[config.mk]
export PLATFORM = sky130hd
export DESIGN_NAME = lsu_ctrl
export DESIGN_NICKNAME = d
export VERILOG_FILES = /design/src/rtl/lsu_pkg.sv /design/src/rtl/lsu_align.sv /design/src/rtl/lsu_ctrl.sv
export SDC_FILE = /design/constraint.sdc
export NUM_CORES = 1
export LEC_CHECK = 0
export ABC_AREA = 0
export BUFFER_PORTS_ARGS = -buffer_cell sky130_fd_sc_hd__buf_2
export CAP_MARGIN = 40
export CORE_MARGIN = 2
export CORE_UTILIZATION = 30
export DETAILED_ROUTE_END_ITERATION = 7
export PLACE_DENSITY_LB_ADDON = 0.3
export REMOVE_ABC_BUFFERS = 1
export SLEW_MARGIN = 5
export SYNTH_ARGS = -nofsm -noshare
export SYNTH_HDL_FRONTEND = slang
export SYNTH_HIERARCHICAL = 1
export SYNTH_SLANG_ARGS = --single-unit
[constraint.sdc]
create_clock -name i_clk -period 4.6 [get_ports i_clk]
set_input_delay 0.23 -clock i_clk [delete_from_list [all_inputs] [get_ports i_clk]]
set_output_delay 0.23 -clock i_clk [all_outputs]
set_load 0.02 [all_outputs]
[src/rtl/lsu_pkg.sv]
// Shared constants for the load/store unit: funct3 codes, FSM encoding,
// lane geometry and the request fault classification.
package lsu_pkg;

  localparam logic [2:0] F3_B  = 3'b000;
  localparam logic [2:0] F3_H  = 3'b001;
  localparam logic [2:0] F3_W  = 3'b010;
  localparam logic [2:0] F3_BU = 3'b100;
  localparam logic [2:0] F3_HU = 3'b101;

  typedef enum logic [1:0] {
    IDLE   = 2'd0,
    ACCESS = 2'd1,
    WRITE  = 2'd2,
    RESP   = 2'd3
  } lsu_state_e;

  // Lane geometry: byte lane = addr[1:0], half lane = addr[1].
  localparam int BYTE_BITS = 8;
  localparam int HALF_BITS = 16;

  function automatic logic is_badop(input logic we, input logic [2:0] f3);
    if (we) return (f3 >= 3'b011);
    return (f3 == 3'b011) || (f3 == 3'b110) || (f3 == 3'b111);
  endfunction

  // Only meaningful for funct3 values that passed is_badop.
  function automatic logic is_misalign(input logic [2:0] f3, input logic [1:0] a);
    if (f3[1:0] == 2'b01) return a[0];
    if (f3[1:0] == 2'b10) return (a != 2'b00);
    return 1'b0;
  endfunction

endpackage

[src/rtl/lsu_align.sv]
// Combinational lane logic: load extraction with sign/zero extension and
// read-modify-write merge of sub-word store data into a full RAM word.
module lsu_align
  import lsu_pkg::*;
(
  input  logic [2:0]  funct3_i,
  input  logic [1:0]  lane_i,
  input  logic [31:0] word_i,
  input  logic [31:0] wdata_i,
  output logic [31:0] load_o,
  output logic [31:0] store_o
);

  logic [BYTE_BITS-1:0] byte_v;
  logic [HALF_BITS-1:0] half_v;

  always_comb begin
    byte_v = word_i[{lane_i, 3'b000} +: BYTE_BITS];
    half_v = lane_i[1] ? word_i[31:16] : word_i[15:0];

    load_o = word_i;
    case (funct3_i)
      F3_B:    load_o = {{24{byte_v[7]}}, byte_v};
      F3_BU:   load_o = {24'd0, byte_v};
      F3_H:    load_o = {{16{half_v[15]}}, half_v};
      F3_HU:   load_o = {16'd0, half_v};
      default: load_o = word_i;
    endcase

    store_o = word_i;
    case (funct3_i)
      F3_B:    store_o[{lane_i, 3'b000} +: BYTE_BITS] = wdata_i[7:0];
      F3_H:    store_o[{lane_i[1], 4'b0000} +: HALF_BITS] = wdata_i[15:0];
      default: store_o = wdata_i;
    endcase
  end

endmodule

[src/rtl/lsu_ctrl.sv]
// Load/store controller for a word-wide RAM without byte enables: one request
// per handshake, alignment/opcode faulting, and read-modify-write for sub-word stores.
module lsu_ctrl
  import lsu_pkg::*;
#(
  parameter int ADDR_WIDTH = 32
) (
  input  logic                  i_clk,
  input  logic                  i_rst_n,
  input  logic                  i_req_valid,
  output logic                  o_req_ready,
  input  logic                  i_req_we,
  input  logic [2:0]            i_req_funct3,
  input  logic [ADDR_WIDTH-1:0] i_req_addr,
  input  logic [31:0]           i_req_wdata,
  output logic                  o_resp_valid,
  input  logic                  i_resp_ready,
  output logic [31:0]           o_resp_rdata,
  output logic                  o_resp_misalign,
  output logic                  o_resp_badop,
  output logic                  o_mem_we,
  output logic [ADDR_WIDTH-1:0] o_mem_addr,
  output logic [31:0]           o_mem_wdata,
  input  logic [31:0]           i_mem_rdata,
  output logic [1:0]            o_dbg_state
);

  // Handshakes: a request transfers on a posedge where i_req_valid && o_req_ready;
  // a response transfers on a posedge where o_resp_valid && i_resp_ready.

  lsu_state_e            state_q, state_d;
  logic [ADDR_WIDTH-1:0] addr_q, addr_d;
  logic [31:0]           wdata_q, wdata_d;
  logic [2:0]            funct3_q, funct3_d;
  logic                  we_q, we_d;
  logic [31:0]           word_q, word_d;
  logic [31:0]           rdata_q, rdata_d;
  logic                  misalign_q, misalign_d;
  logic                  badop_q, badop_d;

  logic [31:0] align_word;
  logic [31:0] load_val;
  logic [31:0] store_word;

  // During ACCESS the RAM word is live on i_mem_rdata; afterwards it lives in word_q.
  assign align_word = (state_q == ACCESS) ? i_mem_rdata : word_q;

  lsu_align u_align (
    .funct3_i (funct3_q),
    .lane_i   (addr_q[1:0]),
    .word_i   (align_word),
    .wdata_i  (wdata_q),
    .load_o   (load_val),
    .store_o  (store_word)
  );

  always_comb begin
    state_d    = state_q;
    addr_d     = addr_q;
    wdata_d    = wdata_q;
    funct3_d   = funct3_q;
    we_d       = we_q;
    word_d     = word_q;
    rdata_d    = rdata_q;
    misalign_d = misalign_q;
    badop_d    = badop_q;

    case (state_q)
      IDLE: begin
        if (i_req_valid) begin
          addr_d     = i_req_addr;
          wdata_d    = i_req_wdata;
          funct3_d   = i_req_funct3;
          we_d       = i_req_we;
          rdata_d    = 32'd0;
          badop_d    = is_badop(i_req_we, i_req_funct3);
          misalign_d = !badop_d && is_misalign(i_req_funct3, i_req_addr[1:0]);
          state_d    = (badop_d || misalign_d) ? RESP : ACCESS;
        end
      end
      ACCESS: begin
        word_d = i_mem_rdata;
        if (we_q) begin
          state_d = WRITE;
        end else begin
          rdata_d = load_val;
          state_d = RESP;
        end
      end
      WRITE: state_d = RESP;
      RESP: begin
        if (i_resp_ready) state_d = IDLE;
      end
      default: state_d = IDLE;
    endcase
  end

  always_ff @(posedge i_clk or negedge i_rst_n) begin
    if (!i_rst_n) begin
      state_q    <= IDLE;
      addr_q     <= '0;
      wdata_q    <= '0;
      funct3_q   <= '0;
      we_q       <= 1'b0;
      word_q     <= '0;
      rdata_q    <= '0;
      misalign_q <= 1'b0;
      badop_q    <= 1'b0;
    end else begin
      state_q    <= state_d;
      addr_q     <= addr_d;
      wdata_q    <= wdata_d;
      funct3_q   <= funct3_d;
      we_q       <= we_d;
      word_q     <= word_d;
      rdata_q    <= rdata_d;
      misalign_q <= misalign_d;
      badop_q    <= badop_d;
    end
  end

  // Decoded straight from state_q so the async reset kills a pending write at once.
  assign o_req_ready     = (state_q == IDLE);
  assign o_resp_valid    = (state_q == RESP);
  assign o_mem_we        = (state_q == WRITE);
  assign o_mem_addr      = addr_q;
  assign o_mem_wdata     = store_word;
  assign o_resp_rdata    = rdata_q;
  assign o_resp_misalign = misalign_q;
  assign o_resp_badop    = badop_q;
  assign o_dbg_state     = state_q;

endmodule
; Word-level counts from Yosys, hierarchy flattened
; Index checks and enable logic that the tools add are counted.
[classes]
n_eq_ne = 14
mux = 34
add_sub_neg = 2
shifts = 5
reduce_logical = 12
n_lt_le_gt_ge = 1
[op_table]
columns = op, n
row1 = $pmux 32 s2, 2
row2 = $pmux 32 s4, 1
row3 = $mux 32, 3
row4 = $bwmux 32, 2
row5 = $shift 16x7->32 const A, 1
row6 = $shift 8x7->32 const A, 1
row7 = $shiftx 16x7->32, 1
row8 = $shiftx 32x6->8, 1
row9 = $shiftx 8x7->32, 1
row10 = $mux 1, 21
row11 = $mux 16, 1
row12 = $neg 5->7, 2
row13 = $eq 3x3->1 const B, 4
row14 = $pmux 2 s4, 1
row15 = $eq 2x2->1 const B, 3
row16 = $mux 2, 3
row17 = $eq 2x1->1 const B, 2
row18 = $ne 2x2->1 const B, 2
row19 = $reduce_and 2->1, 2
row20 = $reduce_bool 2->1, 2
row21 = $eq 3x1->1 const B, 1
row22 = $eq 3x2->1 const B, 1
row23 = $ge 3x2->1 const B, 1
row24 = $logic_not 3->1, 1
row25 = other kinds (6), 8
[totals]
ff_bits = 136
wordCells = 77
input_bits = 104
output_inout_bits = 103

; Longest topological paths before layout
[depth]
word_depth = 16
ltp_mapped = 12
depth_no_buf = 9

; Cells and area by module
; Netlist, hierarchy kept.
[modules_own_cells]
columns = mod, seq_area_each_um2, area_per_inst_um2, instances, cells_per_inst
row1 = lsu_ctrl, 3403.3, 5252.5, 1, 382
row2 = lsu_align, 0.0, 1669.1, 1, 251

; Least setup slack after synthesis
; OpenSTA, ideal clock, no wires.
[synth_timing]
kind = reg-to-reg
startpoint = register state_q[1], in the netlist o_dbg_state[1]
endpoint = register rdata_q[31], in the netlist o_resp_rdata[31]
period_less_slack_ns = 2.821
path_stages_with_launch = 13
required_ns = 4.473
path_buffers = 3
setup_slack_ns = 1.779
setup_ns = 0.127
t_arrival_ns = 2.693
cell_sequence = dfrtp_1 -> inv_1 -> ha_1 -> buf_2 -> buf_2 -> mux2_2 -> mux4_2 -> nor2b_4 -> a31oi_4 -> buf_6 -> nand2_1 -> nand2_1 -> o21ai_1
[synth_via]
elab_chain_len = 6
word_cells_on_any_way = 12
cone_classes = eq/ne (3) / shift (1) / mux (5) / reduce/logical (3)
[synth_lines]
columns = element, line_no
row1 = "start, declared", lsu_ctrl.sv:31  ; lsu_state_e state_q, state_d;
row2 = "start signal, assigned", lsu_ctrl.sv:110  ; state_q <= state_d;
row3 = $eq 2x1->1, lsu_ctrl.sv:46  ; assign align_word = (state_q == ACCESS) ? i_mem_rdata : word_q;
row4 = $mux 32, n/a
row5 = net align_word[23], lsu_ctrl.sv:41  ; logic [31:0] align_word;
row6 = $shiftx 32x6->8, lsu_align.sv:18  ; byte_v = word_i[{lane_i, 3'b000} +: BYTE_BITS];
row7 = $pmux 32 s4, lsu_align.sv:22  ; case (funct3_i)
row8 = net load_val[31], lsu_ctrl.sv:42  ; logic [31:0] load_val;
row9 = $mux 32, lsu_ctrl.sv:83  ; if (we_q) begin
row10 = $pmux 32 s2, lsu_ctrl.sv:68  ; case (state_q)
row11 = "end signal, assigned", lsu_ctrl.sv:116  ; rdata_q <= rdata_d;
row12 = "end, declared", lsu_ctrl.sv:37  ; logic [31:0] rdata_q, rdata_d;
; The timed path passes the listed nets, and every way through them passes these cells. The select of a mux whose other input is x is not followed.
; A chain may end at the register's enable or synchronous reset.

; Final worst setup path
[layout_timing]
startpoint = register state_q[1], in the netlist o_dbg_state[1]
endpoint = output o_mem_wdata[22]
[layout_via]
elab_chain_len = 4
word_cells_on_any_way = 5
cone_classes = eq/ne (1) / mux (4)
[layout_lines]
columns = element, line_no
row1 = $eq 2x1->1 *, lsu_ctrl.sv:46
row2 = $mux 32 *, n/a
row3 = net align_word[22], lsu_ctrl.sv:41
row4 = "$bwmux 32, on equally long branches", "lsu_align.sv:33, lsu_align.sv:32"
row5 = $pmux 32 s2 *, lsu_align.sv:31  ; case (funct3_i)
row6 = "end, declared", lsu_ctrl.sv:23  ; output logic [31:0] o_mem_wdata,
; Mark *: on every way through the listed nets, which the timed path passes. The rest lies on a longest branch.

==> flow_summary.toml <==
[status]
outcome = "finished, final reports clean"

[global_route]
grt_pass1_wl_mm = 31.17
grt_max_degree = 60
overflow = 0
first_global_vias = 5475
antenna_found_initial = 2
grtUsageTotal = 0.1683

[clocking]
cts_made_buffers = 17
post-cts-setup-buffers = 0
cts_tree = "yes"
cts_resized = 0
postCtsHoldBufs = 1
htree_levels = 4
cts_num_sinks = 136
clk_pin_slew_ns = 0.06
ctsLongestPathBuffers = 2
cts_root_buffer = "clkbuf_16"
clock_latency_ns = 0.42

[final_layout]
num_antenna_cells = 0
layout.nets = 941
final_core_util = 0.3938
register_area_um2 = 3405
area_delta_synth_final_pct = 28.81
drive_above_1_share = 0.4345
multiInputGateArea_um2 = 3293
nFillCells = 2240

[logic_synthesis]
synth_top_area_cell = "dfrtp_1"
yosys_most_used_dff = "dfrtp_1"
synth-xor-area-share = 0
synth_cell_type_count = 45
syn_avg_cell_area_um2 = 10.93
synthMostInstantiatedCell = "dfrtp_1"
syn_area_um2 = 6922
yosys.area.top_type_share = 0.4917
synth_adder_area_share = 0.01808
synth_top_family_by_area = "multiplexers"
synth_area_leaders = "dfrtp_1 49%, mux2_2 17%, nand2_1 6.3%"
yosysSeqAreaShare = 0.4917
synth-compound-area-share = 0.1495
synthArstFlopShare = 1.000
synth-simple-area-share = 0.1030
synth-seq-cells = 136
ys_top_cells_by_count = "136 x dfrtp_1, 117 x nand2_1, 105 x mux2_2, 32 x o21ai_1, 24 x a22o_1"
yosysWarnings = 6
synth-edff-count = 0
synthMuxAreaShare = 0.2037
synth_cells = 633

[detailed_routing]
wirelength_mm = 20.32
viasPerCell = 4.896
first_iter_violations = 310
dr.pass1.iters = 4
drc = 0
wl_per_cell_um = 18.06
vias = 5508
antenna_left = 0

[critical_path]
worst-setup-path-type = "reg -> out"
rr_startpoint = "o_dbg_state[1]$_DFFE_PN0P_"
worst_setup_path_start_kind = "flip-flop"
cp-startpoint = "o_dbg_state[1]$_DFFE_PN0P_"
path_max_fanout = 37
path_cells = "inv_1 > ha_2 > buf_4 > mux2_2 > a221o_1 > a22o_1 > buf_2"
crit_slowest_cell = "ha_2"
critPathMaxStageDelay_ns = 0.68
cp-end-kind = "output pin"
crit_arrival_ns = 3.27
worst_ep_required_time_ns = 4.37

[min_path]
min_path_type = "in -> reg"
hp-start = "i_req_addr[21]"

[floorplanning]
die_area_um2 = 24300
die_w_um = 155.9
initial_core_util = 0.3057
coreArea_um2 = 22640
rows = 55
io_pins = 207
die_h_um = 155.9

[place]
dp_slack_ns = 1.395
io_buffers = 206
dp.final_hpwl_mm = 14.93
gp_congestion = 0.8230

[sta]
period_minus_slack_ns = 3.504
tightest_slew_ns = 0.7379
hold_viol_final = 0
slew_viol_final = 0
setup_tns_ns = 0
timing.fmax_mhz = 285.4
rsz0062_at_grt = "false"
setup_viol_count_final = 0
slew_headroom = 0.5063
hold_ws_ns = 0.03421
fin_worst_skew_ns = 0.009598
final.setup.worst_slack_ns = 1.096
fin_crit_sh = 0.7618

[power]
p_per_area_nw_per_um2 = 907.2
p_leak_nw = 4.249
ir_worst_vdd_mv = 0.3359
power_mw = 8.089

[job]
cap_violations = 0
[final timing paths]
check	slack, ns	cells after the start	end
max	1.10	7	o_mem_wdata[22]
max reg2reg	1.42	9	o_resp_rdata[17]$_DFFE_PN0P_
max in group asynchronous	3.27	3	wdata_q[29]$_DFFE_PN0P_
min in group asynchronous	0.36	2	o_mem_addr[30]$_DFFE_PN0P_
min reg2reg	0.47	2	o_resp_rdata[22]$_DFFE_PN0P_
min	0.03	2	o_mem_addr[21]$_DFFE_PN0P_
[metrics by stage]
stage	std cells	area, um2
finish	1125	8916
global placement	1090	8185
detailed placement	1092	8233
CTS	1125	8916
floorplan	591	6720
global route	1125	8916
[kinds of logic (layout without fill, tap and decap cells)]
family / after synthesis / count (layout)
multiplexers: 126 / 126
AO/OA/AOI/OAI: 146 / 146
adder cells (fa/ha/maj): 10 / 10
flip-flops: 136 / 136
buffers and inverters: 51 / 258
AND/OR/NAND/NOR: 164 / 164
[worst max-delay path: cells and delay by family, from the launching register on]
kind,cells,cell delay [ns]
flops,1,0.43
fa+ha+maj,1,0.68
mux,1,0.43
buf+inv,3,0.74
compound gates,2,0.56
[power breakdown]
| group | switching, mW | internal (mW) | leakage, nW |
|---|---|---|---|
| logic | 2.66 | 1.74 | 2.26 |
| clock network | 0.532 | 1.02 | 0.325 |
| registers | 0.379 | 1.76 | 1.66 |
[state kept, by name (all words and copies together), names as in the netlist, 2 cells and up]
signal,cells
word_q,32
wdata_q,32
o_dbg_state,2
o_resp_rdata,32
funct3_q,3
o_mem_addr,32
[final cells by class]
type	count	share of cell area
sequential	136	0.3818
multi-input combinational	446	0.3694
timing repair buffer	217	0.1295
clock buffer	21	0.05389
tap	285	0.03999
clock inverter	11	0.02161
inverter	9	0.003789
[layer usage]
metal / GRT usage / wire length, um / part of all wire
met1: 0.2223 / 8981 / 0.44
met3: 0.05528 / 1560 / 0.077
met4: 0.06903 / 627 / 0.031
met5: 0 / 11 / 0.00054
met2: 0.2545 / 9135 / 0.45
[placed cells by master, fill, tap and decap left out, types with 3 or more instances in the layout]
cell       netlist  layout
buf_4            1       8
a21oi_1         22      22
o211ai_1         4       4
o21ai_0         10      10
nand3_1          5       5
o21ai_1         32      32
bufinv_16        0       5
nor3_1           3       3
a221o_1         17      17
mux2_2         105     105
a22oi_1          4       4
clkbuf_8         0       4
clkbuf_16        0      17
o22ai_1          9       9
buf_2           20     205
nor2_1          17      17
a211oi_1         7       7
nor2b_1          6       6
nand2b_1         6       6
dfrtp_1        136     135
ha_1            10       9
a221oi_1         7       7
nand2_1        117     116
mux2i_1         19      19
o31ai_1          3       3
a22o_1          24      24
inv_1            8       8
Power figures use the tool's default switching activity.
